### src/rtl/kmeans_apb_sequencer_if.sv
// APB bus between the Kmeans job sequencer (master) and the Kmeans slave.
// Signals:
//   psel, penable, pwrite  transfer control, driven by the master
//   paddr                  transfer address, driven by the master
//   pwdata                 write data, driven by the master
//   prdata                 read data, driven by the slave
//   pready                 access-phase completion, driven by the slave
interface kmeans_apb_sequencer_if #(
  parameter int addrWidth = 9,
  parameter int dataWidth = 91
);
  logic                 psel;
  logic                 penable;
  logic                 pwrite;
  logic [addrWidth-1:0] paddr;
  logic [dataWidth-1:0] pwdata;
  logic [dataWidth-1:0] prdata;
  logic                 pready;

  modport master (
    output psel, penable, pwrite, paddr, pwdata,
    input  prdata, pready
  );

  modport slave (
    input  psel, penable, pwrite, paddr, pwdata,
    output prdata, pready
  );
endinterface

### src/rtl/kmeans_apb_sequencer.sv
// APB master that runs one complete Kmeans job on the Kmeans APB slave:
// loads the initial centroids and the points from the input stream, starts
// the slave through CTRL, waits for its interupt and streams the result
// centroids back out.
// Ports:
//   clk, rst             clock, asynchronous active-high reset
//   start, num_points    job request (taken only in IDLE) and its point count
//   in_valid/ready/data  input stream: centroid_num centroid words, then points
//   out_valid/ready/data result centroid stream
//   busy, done, err      job status (done is a one-cycle pulse, err is sticky)
//   apb                  APB master port
//   interupt             slave job-complete level
module kmeans_apb_sequencer #(
  parameter int addrWidth         = 9,
  parameter int dataWidth         = 91,
  parameter int centroid_num      = 8,
  parameter int log2_of_point_cnt = 9,
  parameter int RAM_BASE          = 16,
  parameter int MAX_POINTS        = 496,
  parameter int TIMEOUT_CYCLES    = 1 << 20
) (
  input  logic                         clk,
  input  logic                         rst,
  input  logic                         start,
  input  logic [log2_of_point_cnt-1:0] num_points,
  input  logic                         in_valid,
  output logic                         in_ready,
  input  logic [dataWidth-1:0]         in_data,
  output logic                         out_valid,
  input  logic                         out_ready,
  output logic [dataWidth-1:0]         out_data,
  output logic                         busy,
  output logic                         done,
  output logic                         err,
  kmeans_apb_sequencer_if.master       apb,
  input  logic                         interupt
);

  localparam int CW = $clog2(centroid_num) + 1;
  localparam int PW = log2_of_point_cnt;
  localparam logic [CW-1:0]        LAST_CENT = CW'(centroid_num - 1);
  localparam logic [PW-1:0]        MAX_PTS   = PW'(MAX_POINTS);
  localparam logic [addrWidth-1:0] BASE      = addrWidth'(RAM_BASE);
  localparam logic [20:0]          TO_LAST   = 21'(TIMEOUT_CYCLES - 1);

  typedef enum logic [3:0] {
    IDLE, CHECK, LOAD_CENT, LOAD_PTS, KICK, WAIT_IRQ, READ_CENT, PUSH, FINISH
  } state_t;

  state_t               state;
  logic                 psel_reg, penable_reg, pwrite_reg;
  logic [addrWidth-1:0] paddr_reg;
  logic [dataWidth-1:0] pwdata_reg;
  logic [PW-1:0]        npts;
  logic [PW-1:0]        pt_idx;
  logic [CW-1:0]        cent_idx;
  logic [20:0]          wait_cnt;
  logic [addrWidth-1:0] cent_addr, pt_addr;

  assign apb.psel    = psel_reg;
  assign apb.penable = penable_reg;
  assign apb.pwrite  = pwrite_reg;
  assign apb.paddr   = paddr_reg;
  assign apb.pwdata  = pwdata_reg;

  // Centroid registers live at 1..centroid_num, points at RAM_BASE+i.
  assign cent_addr = addrWidth'(cent_idx + CW'(1));
  assign pt_addr   = BASE + addrWidth'(pt_idx);

  always_ff @(posedge clk or posedge rst) begin
    if (rst) begin
      state       <= IDLE;
      psel_reg    <= 1'b0;
      penable_reg <= 1'b0;
      pwrite_reg  <= 1'b0;
      paddr_reg   <= '0;
      pwdata_reg  <= '0;
      in_ready    <= 1'b0;
      out_valid   <= 1'b0;
      out_data    <= '0;
      busy        <= 1'b0;
      done        <= 1'b0;
      err         <= 1'b0;
      npts        <= '0;
      pt_idx      <= '0;
      cent_idx    <= '0;
      wait_cnt    <= '0;
    end else begin
      done <= 1'b0;
      if (psel_reg && !penable_reg) begin
        // SETUP always lasts exactly one cycle.
        penable_reg <= 1'b1;
      end else if (psel_reg) begin
        // ACCESS: everything holds until the slave completes the transfer.
        if (apb.pready) begin
          psel_reg    <= 1'b0;
          penable_reg <= 1'b0;
          case (state)
            LOAD_CENT: begin
              in_ready <= 1'b1;
              if (cent_idx == LAST_CENT) begin
                cent_idx <= '0;
                state    <= LOAD_PTS;
              end else begin
                cent_idx <= cent_idx + CW'(1);
              end
            end
            LOAD_PTS: begin
              if (pt_idx == npts - PW'(1)) begin
                state <= KICK;
              end else begin
                pt_idx   <= pt_idx + PW'(1);
                in_ready <= 1'b1;
              end
            end
            KICK: begin
              wait_cnt <= '0;
              state    <= WAIT_IRQ;
            end
            READ_CENT: begin
              out_data  <= apb.prdata;
              out_valid <= 1'b1;
              state     <= PUSH;
            end
            default: ;
          endcase
        end
      end else begin
        // Bus idle: this is the only place a new transfer may begin, which
        // guarantees at least one psel-low cycle between transfers.
        case (state)
          IDLE: begin
            if (start) begin
              npts     <= num_points;
              err      <= 1'b0;
              busy     <= 1'b1;
              pt_idx   <= '0;
              cent_idx <= '0;
              state    <= CHECK;
            end
          end
          CHECK: begin
            if (npts == '0 || npts > MAX_PTS) begin
              err   <= 1'b1;
              busy  <= 1'b0;
              done  <= 1'b1;
              state <= FINISH;
            end else begin
              in_ready <= 1'b1;
              state    <= LOAD_CENT;
            end
          end
          LOAD_CENT, LOAD_PTS: begin
            if (in_valid && in_ready) begin
              psel_reg   <= 1'b1;
              pwrite_reg <= 1'b1;
              pwdata_reg <= in_data;
              paddr_reg  <= (state == LOAD_CENT) ? cent_addr : pt_addr;
              in_ready   <= 1'b0;
            end
          end
          KICK: begin
            psel_reg   <= 1'b1;
            pwrite_reg <= 1'b1;
            paddr_reg  <= '0;
            pwdata_reg <= {{(dataWidth - PW - 1){1'b0}}, npts, 1'b1};
          end
          WAIT_IRQ: begin
            // interupt is tested first so it wins over a same-cycle timeout.
            if (interupt) begin
              cent_idx <= '0;
              state    <= READ_CENT;
            end else if (wait_cnt == TO_LAST) begin
              err   <= 1'b1;
              busy  <= 1'b0;
              done  <= 1'b1;
              state <= FINISH;
            end else begin
              wait_cnt <= wait_cnt + 21'd1;
            end
          end
          READ_CENT: begin
            psel_reg   <= 1'b1;
            pwrite_reg <= 1'b0;
            paddr_reg  <= cent_addr;
          end
          PUSH: begin
            if (out_ready) begin
              out_valid <= 1'b0;
              if (cent_idx == LAST_CENT) begin
                busy  <= 1'b0;
                done  <= 1'b1;
                state <= FINISH;
              end else begin
                cent_idx <= cent_idx + CW'(1);
                state    <= READ_CENT;
              end
            end
          end
          FINISH: state <= IDLE;
          default: state <= IDLE;
        endcase
      end
    end
  end

endmodule
### src/flat_wrapper.sv
// flat-port wrapper written by rule: the top's interface ports become plain ports
module kmeans_apb_sequencer_flat 
#(
  parameter int addrWidth         = 9,
  parameter int dataWidth         = 91,
  parameter int centroid_num      = 8,
  parameter int log2_of_point_cnt = 9,
  parameter int RAM_BASE          = 16,
  parameter int MAX_POINTS        = 496,
  parameter int TIMEOUT_CYCLES    = 1 << 20
)
  (clk, rst, start, num_points, in_valid, in_ready, in_data, out_valid, out_ready, out_data, busy, done, err, interupt, apb_psel, apb_penable, apb_pwrite, apb_paddr, apb_pwdata, apb_prdata, apb_pready);
  kmeans_apb_sequencer_if #(.addrWidth(addrWidth), .dataWidth(dataWidth)) apb_i ();
  input  logic clk;
  input  logic rst;
  input  logic start;
  input  logic [log2_of_point_cnt-1:0] num_points;
  input  logic in_valid;
  output logic in_ready;
  input  logic [dataWidth-1:0] in_data;
  output logic out_valid;
  input  logic out_ready;
  output logic [dataWidth-1:0] out_data;
  output logic busy;
  output logic done;
  output logic err;
  input  logic interupt;
  output wire logic [$bits(apb_i.psel)-1:0] apb_psel;
  output wire logic [$bits(apb_i.penable)-1:0] apb_penable;
  output wire logic [$bits(apb_i.pwrite)-1:0] apb_pwrite;
  output wire logic [$bits(apb_i.paddr)-1:0] apb_paddr;
  output wire logic [$bits(apb_i.pwdata)-1:0] apb_pwdata;
  input wire logic [$bits(apb_i.prdata)-1:0] apb_prdata;
  input wire logic [$bits(apb_i.pready)-1:0] apb_pready;
  assign apb_psel = apb_i.psel;
  assign apb_penable = apb_i.penable;
  assign apb_pwrite = apb_i.pwrite;
  assign apb_paddr = apb_i.paddr;
  assign apb_pwdata = apb_i.pwdata;
  assign apb_i.prdata = apb_prdata;
  assign apb_i.pready = apb_pready;
  kmeans_apb_sequencer #(.addrWidth(addrWidth), .dataWidth(dataWidth), .centroid_num(centroid_num), .log2_of_point_cnt(log2_of_point_cnt), .RAM_BASE(RAM_BASE), .MAX_POINTS(MAX_POINTS), .TIMEOUT_CYCLES(TIMEOUT_CYCLES)) u_core (.clk(clk), .rst(rst), .start(start), .num_points(num_points), .in_valid(in_valid), .in_ready(in_ready), .in_data(in_data), .out_valid(out_valid), .out_ready(out_ready), .out_data(out_data), .busy(busy), .done(done), .err(err), .apb(apb_i), .interupt(interupt));
endmodule
### config.mk
export PLATFORM = sky130hd
export DESIGN_NAME = kmeans_apb_sequencer_flat
export DESIGN_NICKNAME = d
export VERILOG_FILES = /design/src/rtl/kmeans_apb_sequencer_if.sv /design/src/rtl/kmeans_apb_sequencer.sv /design/src/flat_wrapper.sv
export SDC_FILE = /design/constraint.sdc
export NUM_CORES = 1
export LEC_CHECK = 0
export CORE_UTILIZATION = 40
export DETAILED_ROUTE_END_ITERATION = 8
export PLACE_DENSITY = 0.79
export SYNTH_ARGS = -nofsm -noshare
export SYNTH_HDL_FRONTEND = slang
export SYNTH_SLANG_ARGS = --single-unit
### constraint.sdc
create_clock -name clk -period 24.5 [get_ports clk]
set_clock_uncertainty 0.1 [all_clocks]
set_input_delay 4.9 -clock clk [delete_from_list [all_inputs] [get_ports clk]]
set_output_delay 4.9 -clock clk [all_outputs]
set_load 0.05 [all_outputs]
## Word-level counts from Yosys, hierarchy flattened

Cells that the tools add are included.

- RAM bits: 0
- Register bits: 246
- Bits of input ports: 198
- Word-level logic and storage cells: 177
- Memories: 0
- Bits in read-only memories: 0
- Output and inout port bits: 199
- Latch bits: 0

- Add/subtract/negate cells: 6
- Order comparisons: 1
- Reduce and logical (&&, ||, !) cells: 35
- Div/mod/pow operators: 0
- Multipliers: 0
- Equal/unequal tests: 38
- Multiplexer cells: 79
- Shift-type cells: 0
- Bitwise gates (word level): 2

Operators with widths:

| kind | count |
|---|---|
| $pmux 91 s2 | 1 |
| $mux 21 | 6 |
| $mux 91 | 1 |
| $mux 4 | 18 |
| $mux 9 | 8 |
| $mux 1 | 34 |
| $pmux 9 s3 | 1 |
| $add 21x1->21 const B | 1 |
| $eq 21x20->1 const B | 1 |
| $eq 4x3->1 const B | 5 |
| $pmux 4 s5 | 1 |
| $ne 2x2->1 const B | 9 |
| $reduce_and 9->1 | 2 |
| $pmux 4 s4 | 1 |
| $reduce_and 4->1 | 4 |
| $reduce_bool 2->1 | 8 |
| $ne 3x2->1 const B | 5 |
| $ne 2x1->1 const B | 7 |
| $reduce_and 7->1 | 2 |
| $ne 3x3->1 const B | 4 |
| $pmux 4 s3 | 1 |
| $reduce_and 6->1 | 2 |
| $add 5x9->9 const A | 1 |
| $add 9x1->9 const B | 1 |
| 26 further kinds | 37 |

## Logic depth before layout (Yosys ltp)

Gate-level depths: netlist of the first run.

- Word-level depth: 6
- Gate-level depth with buffers: 11
- Depth with buffers taken out: 9

## Worst setup path after synthesis of the first run

OpenSTA, ideal clock, no wires.

- Kind: input -> register
- Start: input interupt
- End: register u_core.state[1]
- Stages: 6
- Data arrival time: 6.433 ns
- Buffers on the path: 1
- Setup slack: 17.842 ns
- Cell sequence: or4_1 or2_2 and3_1 clkbuf_1 nand2_2 mux2_4

- Cells in the longest elaborated chain, start to end: 3
- Elaborated cells on any way between the ends: 5
- Classes of those cells: eq/ne (1); mux (3); reduce/logical (1)

RTL lines:

| item | line | source |
|---|---|---|
| from (decl) | flat_wrapper.sv:27 | `input logic interupt;` |
| $mux 4 | kmeans_apb_sequencer.sv:170 | `if (interupt) begin` |
| $pmux 4 s5 | kmeans_apb_sequencer.sv:131 | `case (state)` |
| $mux 4 | kmeans_apb_sequencer.sv:93 | `end else if (psel_reg) begin` |
| to (signal assigned) | kmeans_apb_sequencer.sv:139 | `state <= CHECK;` |
| to (signal assigned) | kmeans_apb_sequencer.sv:172 | `state <= READ_CENT;` |
| to (signal assigned) | kmeans_apb_sequencer.sv:177 | `state <= FINISH;` |
| to (decl) | kmeans_apb_sequencer.sv:50 | `state_t state;` |

Parallel ways exist; a longest one is shown, timed or not.
A chain may end at the register's enable or synchronous reset.

## Worst setup path after layout of the first run

- Start: input apb_pready
- End: register u_core.out_data[56]

- Cells in the longest elaborated chain, start to end: 1

RTL lines:

| item | line | source |
|---|---|---|
| from (decl) | flat_wrapper.sv:34 | `input wire logic [$bits(apb_i.pready)-1:0] apb_pready;` |
| $reduce_and 4->1 (no source line) | - |  |
| to (signal assigned) | kmeans_apb_sequencer.sv:121 | `out_data <= apb.prdata;` |
| to (decl) | kmeans_apb_sequencer.sv:31 | `output logic [dataWidth-1:0] out_data,` |

No other way between the ends.

==> impl_results.md, run 1 <==
* Tot Pwr at 2.38 mW
* Area share of fa/ha/maj cells after synthesis at 0.574%
* Root Driver: clkbuf_16
* DRT Pass-1 Iters at 5
* Kind of critical path: in2reg
* Global Route Usage Sum at 20.9%
* Synth Area in Compound Gates at 6.96%
* Worst skew pair latency at 0.54 ns
* 1st-iter DRT viols at 618
* Rows at 60
* Core Box Area at 26900 sq um
* CTS Buf Count at 27
* Clk buf depth at 3
* Initial antenna violation count at 0
* RSZ-0062 raised after global routing: false
* CP Capture Type: flip-flop
* Library cells used by synthesis at 78
* Fin crit share at 28.1%
* Final HPWL DP at 20900 um
* Layout cells sized above 1 at 12.2%
* CTS tree: built
* Post-synth top flop: dfrtp_1
* WL per Instance at 17.0 um
* Placed cells at 1718
* CP startpoint kind: input port
* # H-tree levels at 1
* PortBufs at 396
* Register clock-pin slew on the reported worst setup and hold paths at 0.06 ns
* Reg2Reg Depth at 7
* # Post-CTS Setup Buffers at 0
* WP data required at 24.81 ns
* Die Wd at 167 um
* Post-synth EDFFs at 0
* Mux cell area share after synthesis at 10.9%
* Nets at 1609
* P&R area growth vs syn at 46.3%
* Async SR Flop Fraction at 100%
* Die H at 167 um
* GPL Wtd Cong at 0.851
* Total clock sinks at 246
* Routed Antenna Nets at 0
* Most frequent cells in the layout: clkdlybuf4s50_1 (396), dfrtp_1 (246), nand2_1 (237)
* Ant. Diodes at 0
* Worst slew pin tran at 1.08 ns
* Die area at 27900 sq um
* Register area at 6160 sq um
* Tmin final at 6.88 ns
* Post-CTS sizing at 0
* #FFs+latches synth at 246
* Post-route DRC at 0
* Slew headroom at 27.9%
* Post-synthesis simple-gate area fraction at 20.1%
* YS warnings at 0
* Power density over cell area at 149 nW/um^2
* Syn Std Cell Area at 10900 sq um
* Crit path arrival time at 7.19 ns
* Initial Util at 40.6%
* Syn nets at 1240
* Status: completed
* Grt ovf at 0
* Synth Area in XOR/XNOR at 1.76%
* Hold Fails Final Rpt at 0
* Post-synthesis sequential area ratio at 56.4%
* Slew Limit Fails at 0
* # hold bufs at CTS at 0
* Hold Path Cell Cnt at 2
* Most common cell after layout, fill and taps aside: clkdlybuf4s50_1
* Pleak at 7.24 nW
* Main combinational cell family by area after synthesis: simple AND/OR/NAND/NOR gates
* Multi-input gate area at 4420 sq um
* Syn Inst Count at 1037
* Vias per cell at 5.18
* Non-Filler Instances at 1763
* Total of max-cap violations at 0
* FILL cells at 2221
* Vias in the first global route at 9072
* Final setup fails at 0
* Largest net degree at the start of global routing at 113
* VDD IR max at 97.9 uV
* I/O pin cnt at 397
* Avg Inst Size Synth at 10.5 sq um
* HP Class: reg2reg
* First-pass GRT wire length at 47300 um
* Routed WL at 29900 um
* Vias at 9125
* Setup_tns at 0 ns
* Crit Path Max Fanout at 84
* Fmax at 145 MHz
-- layer usage --
| metal | part of all wire, % | global-route usage (%) | up-vias |
|---|---|---|---|
| met2 | 48 | 34.7 | 349 |
| met4 | 3.0 | 7.13 | 0 |
| met3 | 8.8 | 6.43 | 65 |
| li1 | - | - | 4334 |
| met1 | 41 | 25.9 | 4377 |
| met5 | 0 | 0 | - |
-- synth_stat cells, types with 5 or more instances --
cell type	count	share of area [%]
nor2_1	48	1.7
xor2_1	13	1.0
nor4_1	5	0.29
inv_1	11	0.38
nand2_1	238	8.2
nor3_1	12	0.55
o31ai_1	11	0.76
nand4_1	7	0.40
nand4b_1	5	0.40
nand2b_1	7	0.40
a31oi_1	15	0.86
ha_1	5	0.57
or4_1	6	0.41
a21oi_1	8	0.37
mux2_2	101	10
o21a_1	5	0.34
nand3_1	108	5.0
and3_1	7	0.40
dfrtp_1	246	56
clkbuf_1	52	1.8
o21ai_0	33	1.5
xnor2_1	7	0.56
-- layout make-up --
type | instances | area share, %
Sequential cell | 246 | 38.6
Tap cell | 341 | 2.67
Timing Repair Buffer | 404 | 25.2
Multi-Input combinational cell | 716 | 27.7
Clock buffer | 35 | 4.67
Clock inverter | 10 | 0.808
Inverter | 11 | 0.306
-- report_power, final --
part           leakage (nW)  internal, mW  switching (mW)
registers              3.21         0.577           0.120
logic                  3.59         0.436           0.840
clock network         0.437         0.244           0.161
total                  7.24          1.26            1.12
-- path summary, 6_finish.rpt --
check	start	endpoint	slack, ns
worst max-delay path	apb_pready	u_core.out_data[56]$_DFFE_PP0P_	17.62
worst min-delay path	u_core.apb.pwdata[11]$_DFFE_PP0P_	u_core.apb.pwdata[11]$_DFFE_PP0P_	0.36
worst max register to register	u_core.state[3]$_DFFE_PP0P_	u_core.apb.pwdata[58]$_DFFE_PP0P_	20.98
worst min register to register	u_core.apb.pwdata[11]$_DFFE_PP0P_	u_core.apb.pwdata[11]$_DFFE_PP0P_	0.36
max in group asynchronous	rst	u_core.out_data[55]$_DFFE_PP0P_	17.96
min in group asynchronous	rst	u_core.out_data[0]$_DFFE_PP0P_	4.81
-- kinds of logic after synthesis --
family | count (synthesis)
AO/OA/AOI/OAI | 111
XOR/XNOR | 21
adder cells (fa/ha/maj) | 5
flip-flops | 246
AND/OR/NAND/NOR | 473
multiplexers | 106
buffers and inverters | 75
-- per-stage QoR --
stage	util [%]	instance area (sq um)	hold slack [ns]	worst slack, ns
global route	59.4	16000	0.384	17.52
detailed placement	56.1	15100	0.355	17.11
global placement	56.1	15100	0.347	17.14
CTS	59.4	16000	0.367	17.63
floorplan	-	10900	0.359	12.74
finish	59.4	16000	0.363	17.62
-- worst max-delay path, stage by stage --
cell and delay, ns:
clkdlybuf4s50_1 0.42, and3_1 0.32, nand3_4 0.20, buf_4 0.81, mux2_2 0.43
No activity file was read; power rests on OpenSTA's default activity.
==> inputs of run 2 (changes only) <==
- PLACE_DENSITY: 0.79 -> 0.82
- clock period: 24.5 -> 5.5 ns (I/O delays scaled with it)
==> run 2 against run 1 <==
Flip-flop and latch count stayed put. Non-clock buffer count is 1 higher. Global-route usage is 0.26 points higher. Worst setup slack worse by 15 ns. Sequential share of layout area is 0.35 points lower. Sequential power grew to 4.4 times the previous value. Die area stayed put. Largest power group unchanged. Critical path depth is 3 lower.
==> impl_results.md, run 2 (synthesized netlist as in run 1, its figures left out) <==
* Nets at 1610 (+0.062%)
* CP Capture Type: primary output
* Layout cells sized above 1 at 12.6% (+0.37 points)
* CTS tree: built
* Final HPWL DP at 20900 um (about the same)
* Slew headroom at 32.8% (+4.9 points)
* CTS Buf Count at 27 (unchanged)
* Register area at 6160 sq um (unchanged)
* Vias per cell at 5.23 (+1.1%)
* Initial antenna violation count at 0 (unchanged)
* Kind of critical path: reg2out
* Vias in the first global route at 9302 (+2.5%)
* Initial Util at 40.6% (unchanged)
* Largest net degree at the start of global routing at 126 (+12%)
* Tot Pwr at 10.8 mW (+350%)
* Post-CTS sizing at 0 (unchanged)
* FILL cells at 2148 (-3.3%)
* Pleak at 7.29 nW (+0.75%)
* Crit Path Max Fanout at 38 (-55%)
* First-pass GRT wire length at 48200 um (+1.8%)
* Die Wd at 167 um (unchanged)
* # hold bufs at CTS at 0 (unchanged)
* DRT Pass-1 Iters at 5 (unchanged)
* VDD IR max at 393 uV (+300%)
* WP data required at 4.30 ns (-20.51 ns)
* Ant. Diodes at 0 (unchanged)
* 1st-iter DRT viols at 643 (+4.0%)
* Most common cell after layout, fill and taps aside: clkdlybuf4s50_1
* CP startpoint kind: flip-flop
* Total of max-cap violations at 0 (unchanged)
* Tmin final at 3.36 ns
* Vias at 9255 (+1.4%)
* # Post-CTS Setup Buffers at 0 (unchanged)
* Reg2Reg Depth at 7 (unchanged)
* Routed WL at 30000 um (+0.20%)
* Crit path arrival time at 2.16 ns (-5.03 ns)
* Status: completed
* P&R area growth vs syn at 47.6%
* PortBufs at 396 (unchanged)
* Root Driver: clkbuf_16
* Rows at 60 (unchanged)
* Worst slew pin tran at 1.01 ns (-0.0740 ns)
* Hold Path Cell Cnt at 2 (unchanged)
* Most frequent cells in the layout: clkdlybuf4s50_1 (396), dfrtp_1 (246), nand2_1 (237)
* Final setup fails at 0 (unchanged)
* Global Route Usage Sum at 21.2% (+0.26 points)
* WL per Instance at 16.9 um (-0.14%)
* Fmax at 298 MHz
* Flop2flop setup slack at 2.27 ns (-18.71 ns)
* Die H at 167 um (unchanged)
* Grt ovf at 0 (unchanged)
* Routed Antenna Nets at 0 (unchanged)
* RSZ-0062 raised after global routing: false
* Post-route DRC at 0 (unchanged)
* # H-tree levels at 1 (unchanged)
* I/O pin cnt at 397 (unchanged)
* Setup_tns at 0 ns (unchanged)
* Fin crit share at 61.0%
* Power density over cell area at 671 nW/um^2 (+350%)
* Total clock sinks at 246 (unchanged)
* Worst skew pair latency at 0.54 ns (about the same)
* Clk buf depth at 3 (unchanged)
* Die area at 27900 sq um (unchanged)
* GPL Wtd Cong at 0.862 (+1.3%)
* Multi-input gate area at 4420 sq um (unchanged)
* Slew Limit Fails at 0 (unchanged)
* Hold Fails Final Rpt at 0 (unchanged)
* HP Class: reg2reg
* Register clock-pin slew on the reported worst setup and hold paths at 0.06 ns (about the same)
* Core Box Area at 26900 sq um (unchanged)
==> run 2: worst max-delay path: stages (launching register included) <==
cell,delay (ns)
dfrtp_1,0.34
buf_4,0.35
clkdlybuf4s50_1,0.93
==> run 2: path summary, 6_finish.rpt <==
check	startpoint	to
max in group asynchronous	rst	u_core.apb.pwdata[90]$_DFFE_PP0P_
setup / recovery	u_core.apb.psel$_DFFE_PP0N_	apb_psel
setup reg to reg	u_core.state[3]$_DFFE_PP0P_	u_core.state[1]$_DFFE_PP0P_
min in group asynchronous	rst	u_core.out_data[25]$_DFFE_PP0P_
hold / removal	u_core.apb.pwdata[26]$_DFFE_PP0P_	u_core.apb.pwdata[26]$_DFFE_PP0P_
hold reg to reg	u_core.apb.pwdata[26]$_DFFE_PP0P_	u_core.apb.pwdata[26]$_DFFE_PP0P_
==> run 2: layout make-up <==
class                      instances  area share (%)
clock inverter                    13            1.27
sequential                       246            38.2
timing repair buffer             405            25.3
clock buffer                      37            4.80
multi-input combinational        716            27.5
inverter                          11           0.280
tap                              341            2.65
==> run 2: metal layers <==
layer	vias to the layer above	track usage, %	wire, um
li1	4330	-	-
met1	4439	25.1	11700
met2	418	36.5	14600
met3	68	6.15	2780
met4	0	7.25	907
met5	-	0	0
==> run 2: stage by stage <==
| step | cell area (sq um) | util, % | hold slack, ns | std cells | worst slack, ns |
|---|---|---|---|---|---|
| final | 16100 | 59.9 | 0.361 | 1769 | 2.14 |
| after global routing | 16100 | 59.9 | 0.379 | 1769 | 2.02 |
| after CTS | 16100 | 59.9 | 0.368 | 1769 | 2.11 |
| after detailed placement | 15100 | 56.3 | 0.354 | 1719 | 1.74 |
| after global placement | 15100 | 56.3 | 0.348 | 1719 | 1.74 |
| after floorplan | 10900 | - | 0.359 | 1037 | 1.07 |
==> run 2: where the power goes <==
| group | internal [mW] | switching, mW |
|---|---|---|
| clock network | 1.22 | 0.750 |
| logic | 1.95 | 3.77 |
| registers | 2.57 | 0.537 |
| total | 5.74 | 5.05 |
==> inputs of run 3 (changes only) <==
- clock period: 5.5 -> 2.9 ns (I/O delays scaled with it)
==> run 3 against run 2 <==
Sequential power rose by 88%. Combinational power is 94% higher. Worst hold slack got worse by 0.078 ns. Via count grew 1.3%. Power up 90%. Sequential share of layout area shrank 0.47 points. Non-clock buffer count rose by 25. Die area is the same. Critical path depth grew 6. Critical endpoint is now u_core.state[0]$_DFFE_PP0P_. First-iteration DRC count fell by 7.6%. Routed wire length up 4.6%. Clock-buffer cell count increased by 2.
==> impl_results.md, run 3 (synthesized netlist as in run 1, its figures left out) <==
* Ant. Diodes at 0 (unchanged)
* Sw Pwr at 9.61 mW (+90%)
* Status: completed
* Clk buf depth at 3 (unchanged)
* Pint at 10.9 mW (+90%)
* Kind of critical path: reg2reg
* Initial Util at 40.6% (unchanged)
* Total of max-cap violations at 0 (unchanged)
* CP startpoint kind: flip-flop
* Slew headroom at 61.4% (+29 points)
* PortBufs at 396 (unchanged)
* First-pass GRT wire length at 50500 um (+4.7%)
* Pleak at 7.41 nW (+1.6%)
* Hold Fails Final Rpt at 0 (unchanged)
* Routed Antenna Nets at 0 (unchanged)
* P&R area growth vs syn at 49.4%
* Combinational share of power at 54.2% (+1.2 points)
* Vias at 9378 (+1.3%)
* Most frequent cells in the layout: clkdlybuf4s50_1 (395), dfrtp_1 (246), nand2_1 (237)
* Die H at 167 um (unchanged)
* Most common cell after layout, fill and taps aside: clkdlybuf4s50_1
* Root Driver: clkbuf_16
* Power density over cell area at 1260 nW/um^2 (+88%)
* Global Route Usage Sum at 22.3% (+1.1 points)
* Final setup fails at 0 (unchanged)
* Grt ovf at 0 (unchanged)
* Layout cells sized above 1 at 14.1% (+1.5 points)
* Crit Path Max Fanout at 8 (-79%)
* Crit path arrival time at 3.06 ns (+0.90 ns)
* Reg2reg end: u_core.state[0]$_DFFE_PP0P_
* Nets at 1634 (+1.5%)
* Fmax at 365 MHz
* Fin crit share at 94.6%
* WL per Instance at 17.5 um (+3.3%)
* Vias in the first global route at 9709 (+4.4%)
* Crit path from: u_core.npts[0]$_DFFE_PP0P_
* FILL cells at 2112 (-1.7%)
* I/O pin cnt at 397 (unchanged)
* WP data required at 3.22 ns (-1.08 ns)
* VDD IR max at 838 uV (+110%)
* Die area at 27900 sq um (unchanged)
* Core Box Area at 26900 sq um (unchanged)
* Die Wd at 167 um (unchanged)
* # Post-CTS Setup Buffers at 0 (unchanged)
* CP Capture Type: flip-flop
* Worst skew pair latency at 0.53 ns (about the same)
* Register clock-pin slew on the reported worst setup and hold paths at 0.06 ns (about the same)
* Reg2Reg Depth at 8 (+1)
* Tmin final at 2.74 ns
* Total clock sinks at 246 (unchanged)
* Tot Pwr at 20.5 mW (+90%)
* Rows at 60 (unchanged)
* CTS tree: built
* Largest net degree at the start of global routing at 92 (-27%)
* Fin util at 60.6% (+0.74 points)
* Switching Share at 46.9% (+0.065 points)
* Final HPWL DP at 22300 um (+6.9%)
* # H-tree levels at 1 (unchanged)
* Sequential Power Share at 28.5% (-0.3 points)
* 1st-iter DRT viols at 594 (-7.6%)
* Flop2flop setup slack at 0.16 ns (-2.11 ns)
* HP Class: in2async
* Worst R2R Start: u_core.npts[0]$_DFFE_PP0P_
* Routed WL at 31300 um (+4.6%)
* Clock power frac at 17.3% (-1.0 points)
* Post-route DRC at 0 (unchanged)
* RSZ-0062 raised after global routing: false
* Worst slew pin tran at 0.578 ns (-0.431 ns)
* GPL Wtd Cong at 0.883 (+2.4%)
* Vias per cell at 5.24 (about the same)
* Slew Limit Fails at 0 (unchanged)
* CTS Buf Count at 26 (-3.7%)
* Initial antenna violation count at 0 (unchanged)
* DRT Pass-1 Iters at 7 (+2)
[run 3: cell types whose count changed in the layout (fill, tap and decap cells not counted), sizes merged]
cell,before,now
buf,9,35
bufinv,5,3
clkbuf,37,39
clkdlybuf4s50,396,395
clkinv,5,2
clkinvlp,2,4
inv,12,10
[run 3: how the worst max path moves through the flow]
stage | endpoint | slack [ns]
detailed placement | u_core.state[1]$_DFFE_PP0P_ | 0.11
CTS | u_core.state[0]$_DFFE_PP0P_ | 0.17
floorplan | u_core.apb.paddr[0]$_DFFE_PP0P_ | -1.01
global placement | u_core.state[1]$_DFFE_PP0P_ | 0.15
finish | u_core.state[0]$_DFFE_PP0P_ | 0.16
global route | u_core.state[1]$_DFFE_PP0P_ | 0.05
[run 3: per-layer routing]
metal	wire [um]	vias to the layer above	global-route usage, %
li1	-	4379	-
met1	11900	4530	25.7
met2	15700	403	39.6
met3	2820	66	6.50
met4	859	0	6.88
met5	0	-	0
[run 3: timing repair]
action | 4_1_cts | 5_1_grt
hold endpoints to repair | 0 | 0
hold buffers | 0 | 0
endpoints found under the setup margin | 0 | 2
gates resized for setup | 0 | 1
[run 3: metrics by stage]
step                instances  area [sq um]  TNS, ns  hold slack [ns]  worst slack (ns)
finish                   1791         16300        0            0.283             0.158
detailed placement       1744         15400        0            0.354             0.109
floorplan                1037         10900  -248.89            0.359             -1.01
global route             1791         16300        0            0.283            0.0544
global placement         1744         15400        0            0.348             0.146
CTS                      1791         16300        0            0.276             0.170
[run 3: power by group through the flow]
| stage | sequential (mW) | combinational [mW] | clock, mW |
|---|---|---|---|
| after floorplan | 10.1 | 2.97 | 0 |
| after global placement | 5.78 | 11.0 | 0 |
| after detailed placement | 5.87 | 11.1 | 0 |
| after CTS | 5.84 | 11.2 | 3.61 |
| after global routing | 6.04 | 11.7 | 3.73 |
| final | 5.84 | 11.1 | 3.54 |
[run 3: area by class of cell]
type | count | area, sq um | area share [%]
inverter | 11 | 45.0 | 0.276
clock buffer | 39 | 801 | 4.91
multi-input combinational | 716 | 4430 | 27.2
tap | 341 | 427 | 2.62
sequential | 246 | 6160 | 37.8
timing repair buffer | 430 | 4320 | 26.5
clock inverter | 8 | 123 | 0.753
[run 3: worst max-delay path, cell delays in order (launching register included)]
cell	delay, ns
dfrtp_1	0.43
inv_1	0.06
ha_1	0.29
or4b_1	0.56
a311oi_1	0.36
nor3b_2	0.14
nor2_4	0.22
nand3_1	0.16
a31o_2	0.29
